===== src/rtl/arm_fetch_stage.sv =====
// ARM9TDMI instruction fetch front end: issues word fetches, buffers returned words in a
// small prefetch queue, and loads IR/IR_PC with a one-cycle FETCH_EN pulse per new instruction.
module arm_fetch_stage #(
    parameter logic [31:0] RESET_VECTOR = 32'h0000_0000,
    parameter int unsigned QUEUE_DEPTH  = 2
) (
    input  logic        CLK,
    input  logic        RST,
    output logic        IMEM_REQ,
    output logic [31:0] IMEM_ADDR,
    input  logic        IMEM_ACK,
    input  logic        IMEM_RVALID,
    input  logic [31:0] IMEM_RDATA,
    input  logic        STALL,
    input  logic        BRANCH_TAKEN,
    input  logic [31:0] BRANCH_TARGET,
    output logic [31:0] IR,
    output logic [31:0] IR_PC,
    output logic        FETCH_EN
);

    localparam int unsigned  PTR_W    = $clog2(QUEUE_DEPTH);
    localparam int unsigned  CNT_W    = PTR_W + 1;
    localparam logic [CNT_W:0] DEPTH_W = (CNT_W + 1)'(QUEUE_DEPTH);
    localparam logic [31:0]  RESET_PC = RESET_VECTOR & ~32'h3;

    typedef enum logic [0:0] {
        ST_RUN,
        ST_FLUSH
    } state_e;

    state_e             state_q, state_d;
    logic [31:0]        fetch_pc_q, fetch_pc_d;
    logic [31:0]        inflight_addr_q, inflight_addr_d;
    logic               outstanding_q, outstanding_d;
    logic [PTR_W-1:0]   head_q, head_d;
    logic [PTR_W-1:0]   tail_q, tail_d;
    logic [CNT_W-1:0]   count_q, count_d;
    logic [31:0]        ir_q, ir_d;
    logic [31:0]        ir_pc_q, ir_pc_d;
    logic               fetch_en_q, fetch_en_d;

    logic [31:0]        q_data_q [QUEUE_DEPTH];
    logic [31:0]        q_addr_q [QUEUE_DEPTH];

    logic               rsp_valid;
    logic               req;
    logic               issue;
    logic               push;
    logic               pop;

    // A response only counts when we are waiting for one; anything else predates a reset.
    assign rsp_valid = IMEM_RVALID && outstanding_q;

    // Queue slots already promised (held + in flight) must leave room for the new request.
    assign req = !RST && (state_q == ST_RUN) && !BRANCH_TAKEN
               && (!outstanding_q || rsp_valid)
               && (({1'b0, count_q} + {{CNT_W{1'b0}}, outstanding_q}) < DEPTH_W);

    assign issue = req && IMEM_ACK;
    assign push  = rsp_valid && (state_q == ST_RUN) && !BRANCH_TAKEN;
    assign pop   = (count_q != '0) && !STALL && !BRANCH_TAKEN;

    always_comb begin
        // NOTE: every next-state signal gets its hold value first so no path infers a latch.
        state_d         = state_q;
        fetch_pc_d      = fetch_pc_q;
        inflight_addr_d = inflight_addr_q;
        outstanding_d   = outstanding_q;
        head_d          = head_q;
        tail_d          = tail_q;
        count_d         = count_q;
        ir_d            = ir_q;
        ir_pc_d         = ir_pc_q;
        fetch_en_d      = 1'b0;

        if (rsp_valid) begin
            outstanding_d = 1'b0;
        end

        if (issue) begin
            outstanding_d   = 1'b1;
            inflight_addr_d = fetch_pc_q;
            fetch_pc_d      = fetch_pc_q + 32'd4;
        end

        if (push) begin
            tail_d = tail_q + PTR_W'(1);
        end

        if (pop) begin
            ir_d       = q_data_q[head_q];
            ir_pc_d    = q_addr_q[head_q];
            head_d     = head_q + PTR_W'(1);
            fetch_en_d = 1'b1;
        end

        case ({push, pop})
            2'b10:   count_d = count_q + CNT_W'(1);
            2'b01:   count_d = count_q - CNT_W'(1);
            default: ;
        endcase

        if ((state_q == ST_FLUSH) && rsp_valid) begin
            state_d = ST_RUN;
        end

        // A redirect wins over everything; a request still in flight must be drained in FLUSH.
        if (BRANCH_TAKEN) begin
            head_d     = '0;
            tail_d     = '0;
            count_d    = '0;
            fetch_pc_d = BRANCH_TARGET & ~32'h3;
            state_d    = outstanding_d ? ST_FLUSH : ST_RUN;
        end
    end

    always_ff @(posedge CLK) begin
        if (RST) begin
            state_q         <= ST_RUN;
            fetch_pc_q      <= RESET_PC;
            inflight_addr_q <= '0;
            outstanding_q   <= 1'b0;
            head_q          <= '0;
            tail_q          <= '0;
            count_q         <= '0;
            ir_q            <= '0;
            ir_pc_q         <= '0;
            fetch_en_q      <= 1'b0;
        end else begin
            state_q         <= state_d;
            fetch_pc_q      <= fetch_pc_d;
            inflight_addr_q <= inflight_addr_d;
            outstanding_q   <= outstanding_d;
            head_q          <= head_d;
            tail_q          <= tail_d;
            count_q         <= count_d;
            ir_q            <= ir_d;
            ir_pc_q         <= ir_pc_d;
            fetch_en_q      <= fetch_en_d;
        end
    end

    // NOTE: queue storage is not reset; count_q guards every read, so stale slots are never seen.
    always_ff @(posedge CLK) begin
        if (push) begin
            q_data_q[tail_q] <= IMEM_RDATA;
            q_addr_q[tail_q] <= inflight_addr_q;
        end
    end

    assign IMEM_REQ  = req;
    assign IMEM_ADDR = fetch_pc_q;
    assign IR        = ir_q;
    assign IR_PC     = ir_pc_q;
    assign FETCH_EN  = fetch_en_q;

endmodule


===== config.mk =====
export PLATFORM = sky130hd
export DESIGN_NAME = arm_fetch_stage
export DESIGN_NICKNAME = d
export VERILOG_FILES = /design/src/rtl/arm_fetch_stage.sv
export SDC_FILE = /design/constraint.sdc
export NUM_CORES = 1
export LEC_CHECK = 0
export ABC_AREA = 1
export ABC_CLOCK_PERIOD_IN_PS = 5880
export BUFFER_PORTS_ARGS = -buffer_cell sky130_fd_sc_hd__buf_2
export CORE_ASPECT_RATIO = 0.7
export CORE_MARGIN = 2
export CORE_UTILIZATION = 56
export CTS_CLUSTER_SIZE = 8
export DETAILED_ROUTE_END_ITERATION = 7
export GPL_ROUTABILITY_DRIVEN = 0
export GPL_TIMING_DRIVEN = 0
export PLACE_DENSITY = 0.8
export SYNTH_ARGS = -nofsm -noshare
export SYNTH_HDL_FRONTEND = slang
export SYNTH_SLANG_ARGS = --single-unit

===== constraint.sdc =====
create_clock -name CLK -period 5.88 [get_ports CLK]
set_input_delay 1.176 -clock CLK [delete_from_list [all_inputs] [get_ports CLK]]
set_output_delay 1.176 -clock CLK [all_outputs]
set_load 0.03 [all_outputs]

; ---- Yosys cells after proc, flatten, opt, wreduce, memory -nomap -nowiden
; Memory sizes are Yosys's and may differ from the RTL's. A register that Yosys moved wholly into a read port is not among the register bits.
; Cells that the tools add are included.
[op_classes]
addsub = 6
n_lt_le_gt_ge = 1
eq_ne = 2
muxes = 11
bitwise = 1
reduce_logical = 21
[ops]
columns = op, n
row1 = $mux W32, 2
row2 = $add A32 B3 Y32 const B, 1
row3 = $logic_and A1 B1 Y1, 11
row4 = $mux W1, 8
row5 = $reduce_bool A2 Y1, 4
row6 = $logic_not A1 Y1, 4
row7 = $pmux W2 S2, 1
row8 = $add A2 B1 Y3, 1
row9 = $lt A3 B2 Y1 const B, 1
row10 = $add A1 B1 Y1 const B, 2
row11 = $add A2 B1 Y2 const B, 1
row12 = $eq A2 B1 Y1 const B, 1
row13 = $eq A2 B2 Y1 const B, 1
row14 = $reduce_or A2 Y1, 1
row15 = $sub A2 B1 Y2 const B, 1
row16 = $logic_or A1 B1 Y1, 1
row17 = $not A1 Y1, 1
[totals]
register_bits = 71
mem_bits_rw = 128
input_bits = 70
output_inout_bits = 98
elab_cells = 53
mem_count = 2
[mem_list]
columns = memory, words, width, rd, rd_clocked_by_memory_dff, wr, line_no
row1 = q_addr_q, 2, 32, 1, 1, 1, 44  ; logic [31:0] q_addr_q [QUEUE_DEPTH];
row2 = q_data_q, 2, 32, 1, 1, 1, 43  ; logic [31:0] q_data_q [QUEUE_DEPTH];

; ---- Longest topological paths before layout
[depth]
ltp_word = 9
mapped_depth = 11
ltp_nobuf = 11

; ---- Worst setup path before layout
; OpenSTA, ideal clock, no wires.
[synth_path]
kind = input -> register
from = input IMEM_RVALID
to = memory q_addr_q[1][10] (enable)
arrival_time_ns = 4.126
slack_ns = 1.271
cell_stages = 4
cell_sequence = nand2_1 -> nor3_1 -> inv_1 -> nor2_1
[synth_via]
elab_chain_cells = 5
[synth_lines]
columns = item, line_no
row1 = start: declaration, 12  ; input logic IMEM_RVALID,
row2 = $logic_and A1 B1 Y1, 53  ; assign rsp_valid = IMEM_RVALID && outstanding_q;
row3 = $logic_and A1 B1 Y1 (2 in a row), 61  ; assign push = rsp_valid && (state_q == ST_RUN) && !BRANCH_TAKEN;
row4 = $mux W1, 146  ; if (push) begin
row5 = $mux W1 (not written as such), 148  ; q_addr_q[tail_q] <= inflight_addr_q;
row6 = end: declaration, 44
; No other way between the ends.

; ---- Final worst setup path
[layout_path]
from = input BRANCH_TAKEN
to = output IMEM_REQ
[layout_via]
elab_chain_cells = 4
[layout_lines]
columns = item, line_no
row1 = start: declaration, 15  ; input logic BRANCH_TAKEN,
row2 = $logic_not A1 Y1, 56  ; assign req = !RST && (state_q == ST_RUN) && !BRANCH_TAKEN
row3 = $logic_and A1 B1 Y1, 56
row4 = $logic_and A1 B1 Y1, 57  ; && (!outstanding_q || rsp_valid)
row5 = $logic_and A1 B1 Y1, 58  ; && (({1'b0, count_q} + {{CNT_W{1'b0}}, outstanding_q}) < DEPTH_W);
row6 = end: declaration, 9  ; output logic IMEM_REQ,
; No other way between the ends.

==> impl_metrics.env <==
export IMPL_drt_pass1_iter_count=5
export IMPL_min_period_ns=3.12
export IMPL_dominantRegCellSynth="dfxtp_1"
export IMPL_wirelength_mm=24.9
export IMPL_p_int_mw=3.14
export IMPL_gr_usage_all_layers_pct=26.8
export IMPL_synth_edf_count=124
export IMPL_setup_viol_count_final=0
export IMPL_hold_viol_final=0
export IMPL_wire_per_inst_um=16.8
export IMPL_maxCapViolations=0
export IMPL_peakVddDrop_mv=0.221
export IMPL_ys_ff_latch=253
export IMPL_swShare_pct=22.0
export IMPL_grt_pass1_wl_mm=38.4
export IMPL_route_detailed_drc=0
export IMPL_clock_latency_ns=0.51
export IMPL_cts_tree="done"
export IMPL_fin_nets=1299
export IMPL_fmax_mhz=321
export IMPL_p_switching_mw=0.884
export IMPL_async_flop_share_pct=0
export IMPL_yosysSeqAreaShare_pct=64.4
export IMPL_multi_input_comb_area_mm2=0.00297
export IMPL_antenna_found_initial=0
export IMPL_clkPwrFrac_pct=47.8
export IMPL_cts_setup_buffers=0
export IMPL_vias=8074
export IMPL_status="complete, no violations"
export IMPL_whs_ns=0.436
export IMPL_die_height_um=115
export IMPL_clock_sinks=253
export IMPL_dpl_instance_area_mm2=0.0110
export IMPL_stdcell_count=1483
export IMPL_dieWidth_um=162
export IMPL_hold_path_class="flip-flop to flip-flop"
export IMPL_place_hpwl_mm=16.9
export IMPL_ctsHoldBuffers=0
export IMPL_cp_end_kind="output port"
export IMPL_p_per_area_mw_per_mm2=334
export IMPL_p_leak_nw=4.90
export IMPL_postRouteAntennaNets=0
export IMPL_critical_path_arrival_ns=1.94
export IMPL_rsz0062_at_grt="no"
export IMPL_relSlewSlack_pct=35.4
export IMPL_final_cell_mix="nand2_1 (269), buf_2 (172), dfxtp_1 (129)"
export IMPL_fillCellCount=1318
export IMPL_port_buffers=160
export IMPL_fin_util_pct=70.4
export IMPL_tightest_slew_ns=0.966
export IMPL_drive_above_1_share_pct=19.0
export IMPL_area_sequential_mm2=0.00631
export IMPL_dp_cells=1419
export IMPL_finalMaxSlewViolations=0
export IMPL_cts_resized=0
export IMPL_final_common_cell="nand2_1"
export IMPL_diodes=0
export IMPL_grt_max_degree=34
export IMPL_io_pins=168
export IMPL_clk_pin_slew_ns=0.05
export IMPL_cts_buffer_depth=3
export IMPL_post_route_cell_area_mm2=0.0120
export IMPL_vias_per_cell=5.44
export IMPL_syn_area_mm2=0.00979
export IMPL_start_util_pct=57.2
export IMPL_root_buffer="clkbuf_16"
export IMPL_synth_distinct_cells=34
export IMPL_path_max_fanout=5
export IMPL_startpoint="BRANCH_TAKEN"
export IMPL_htreeDepth=2
export IMPL_ys_warn_count=0
export IMPL_p_seq_share_pct=47.5
export IMPL_p_total_mw=4.02
export IMPL_cts_buffers=37
export IMPL_timing_rr_start="count_q[0]$_SDFFE_PP0P_"
export IMPL_grt_overflow_total=0
export IMPL_critPathKind="primary input to output port"
export IMPL_postSynthCellCount=1022
export IMPL_avgSynthCellArea_um2=9.58
export IMPL_coreArea_mm2=0.0171
export IMPL_hold_start="inflight_addr_q[18]$_SDFFE_PP0P_"
export IMPL_cp_required_ns=4.70
export IMPL_die_area_mm2=0.0186
export IMPL_fin_skew_ns=0.0202
export IMPL_power_frac_comb_pct=4.7
export IMPL_critPathLaunchType="primary input"
export IMPL_drtIter0Drc=1049
export IMPL_grt_pass1_vias=7283
export IMPL_period_share_pct=53.0
export IMPL_fp_row_count=40
export IMPL_syn_to_final_growth_pct=23.1
[power groups by stage]
stage	Combinational, mW	Sequential (mW)	Clock [mW]
2_1_floorplan	0.0880	1.96	0
3_3_place_gp	0.181	1.94	0
3_5_place_dp	0.185	1.94	0
4_1_cts	0.187	1.91	1.95
5_1_grt	0.207	1.91	2.04
6_report	0.190	1.91	1.92
[cells in the mapped netlist, drive strengths merged (2+ instances only)]
| master | number | share of area (%) |
|---|---|---|
| a21oi | 51 | 2.6 |
| nor3 | 4 | 0.37 |
| clkbuf | 37 | 1.4 |
| inv | 68 | 2.6 |
| dfxtp | 129 | 26 |
| nand3 | 51 | 2.6 |
| a31oi | 62 | 4.0 |
| a22oi | 2 | 0.15 |
| edfxtp | 124 | 38 |
| nor2 | 78 | 3.1 |
| xnor2 | 2 | 0.18 |
| ha | 2 | 0.26 |
| nand2 | 271 | 10 |
| xor2 | 3 | 0.27 |
| buf | 22 | 1.5 |
| o21ai | 110 | 5.7 |
| o21bai | 2 | 0.19 |
[sequential cells by signal (all words and copies together) (netlist names)]
register,count
IR_PC,30
q_addr_q,60
FETCH_EN,1
head_q,1
outstanding_q,1
count_q,2
tail_q,1
state_q,1
q_data_q,64
IMEM_ADDR,30
IR,32
inflight_addr_q,30
[path summary, 6_finish.rpt]
| check | end | slack, ns | depth (start not counted) |
|---|---|---|---|
| min | q_addr_q[1][18]$_DFFE_PP_ | 0.44 | 0 |
| max | IMEM_REQ | 2.76 | 5 |
| max reg2reg | count_q[1]$_SDFFE_PP0P_ | 3.37 | 10 |
| min reg2reg | q_addr_q[1][18]$_DFFE_PP_ | 0.44 | 0 |
[critical path: stages]
cell and delay, ns:
buf_2 0.14, nor2_4 0.16, nand2_2 0.10, nor2_2 0.15
buf_2 0.21
[cell families after synthesis]
| kind of cell | share of synthesized area, % |
|---|---|
| compound gates | 12.6 |
| xor+xnor | 0.447 |
| fa+ha+maj | 0.256 |
| buf+inv | 5.52 |
| flops | 64.4 |
| other cells | 0.0383 |
| simple gates | 16.7 |
[per-layer routing]
metal	vias to the layer above	wire length (um)	track usage, %
li1	3895	-	-
met1	3711	10900	39.0
met2	433	10800	41.5
met3	35	2850	6.30
met4	0	340	5.49
met5	-	0	0
[stage by stage]
step / setup TNS, ns / setup WS [ns]
after detailed placement: 0 / 2.57
after global routing: 0 / 2.73
after global placement: -43.26 / -0.378
after floorplan: 0 / 1.27
final: 0 / 2.76
after CTS: 0 / 2.76
[cell type report]
class / count / share of cell area, %
flip-flops and latches: 253 / 52.4
clock inverters: 3 / 0.364
well taps: 231 / 2.40
clock buffers: 61 / 8.61
inverters: 69 / 2.15
multi-input cells: 644 / 24.6
plain buffers: 59 / 2.34
repair buffers: 163 / 7.15
Power figures use the tool's default switching activity.
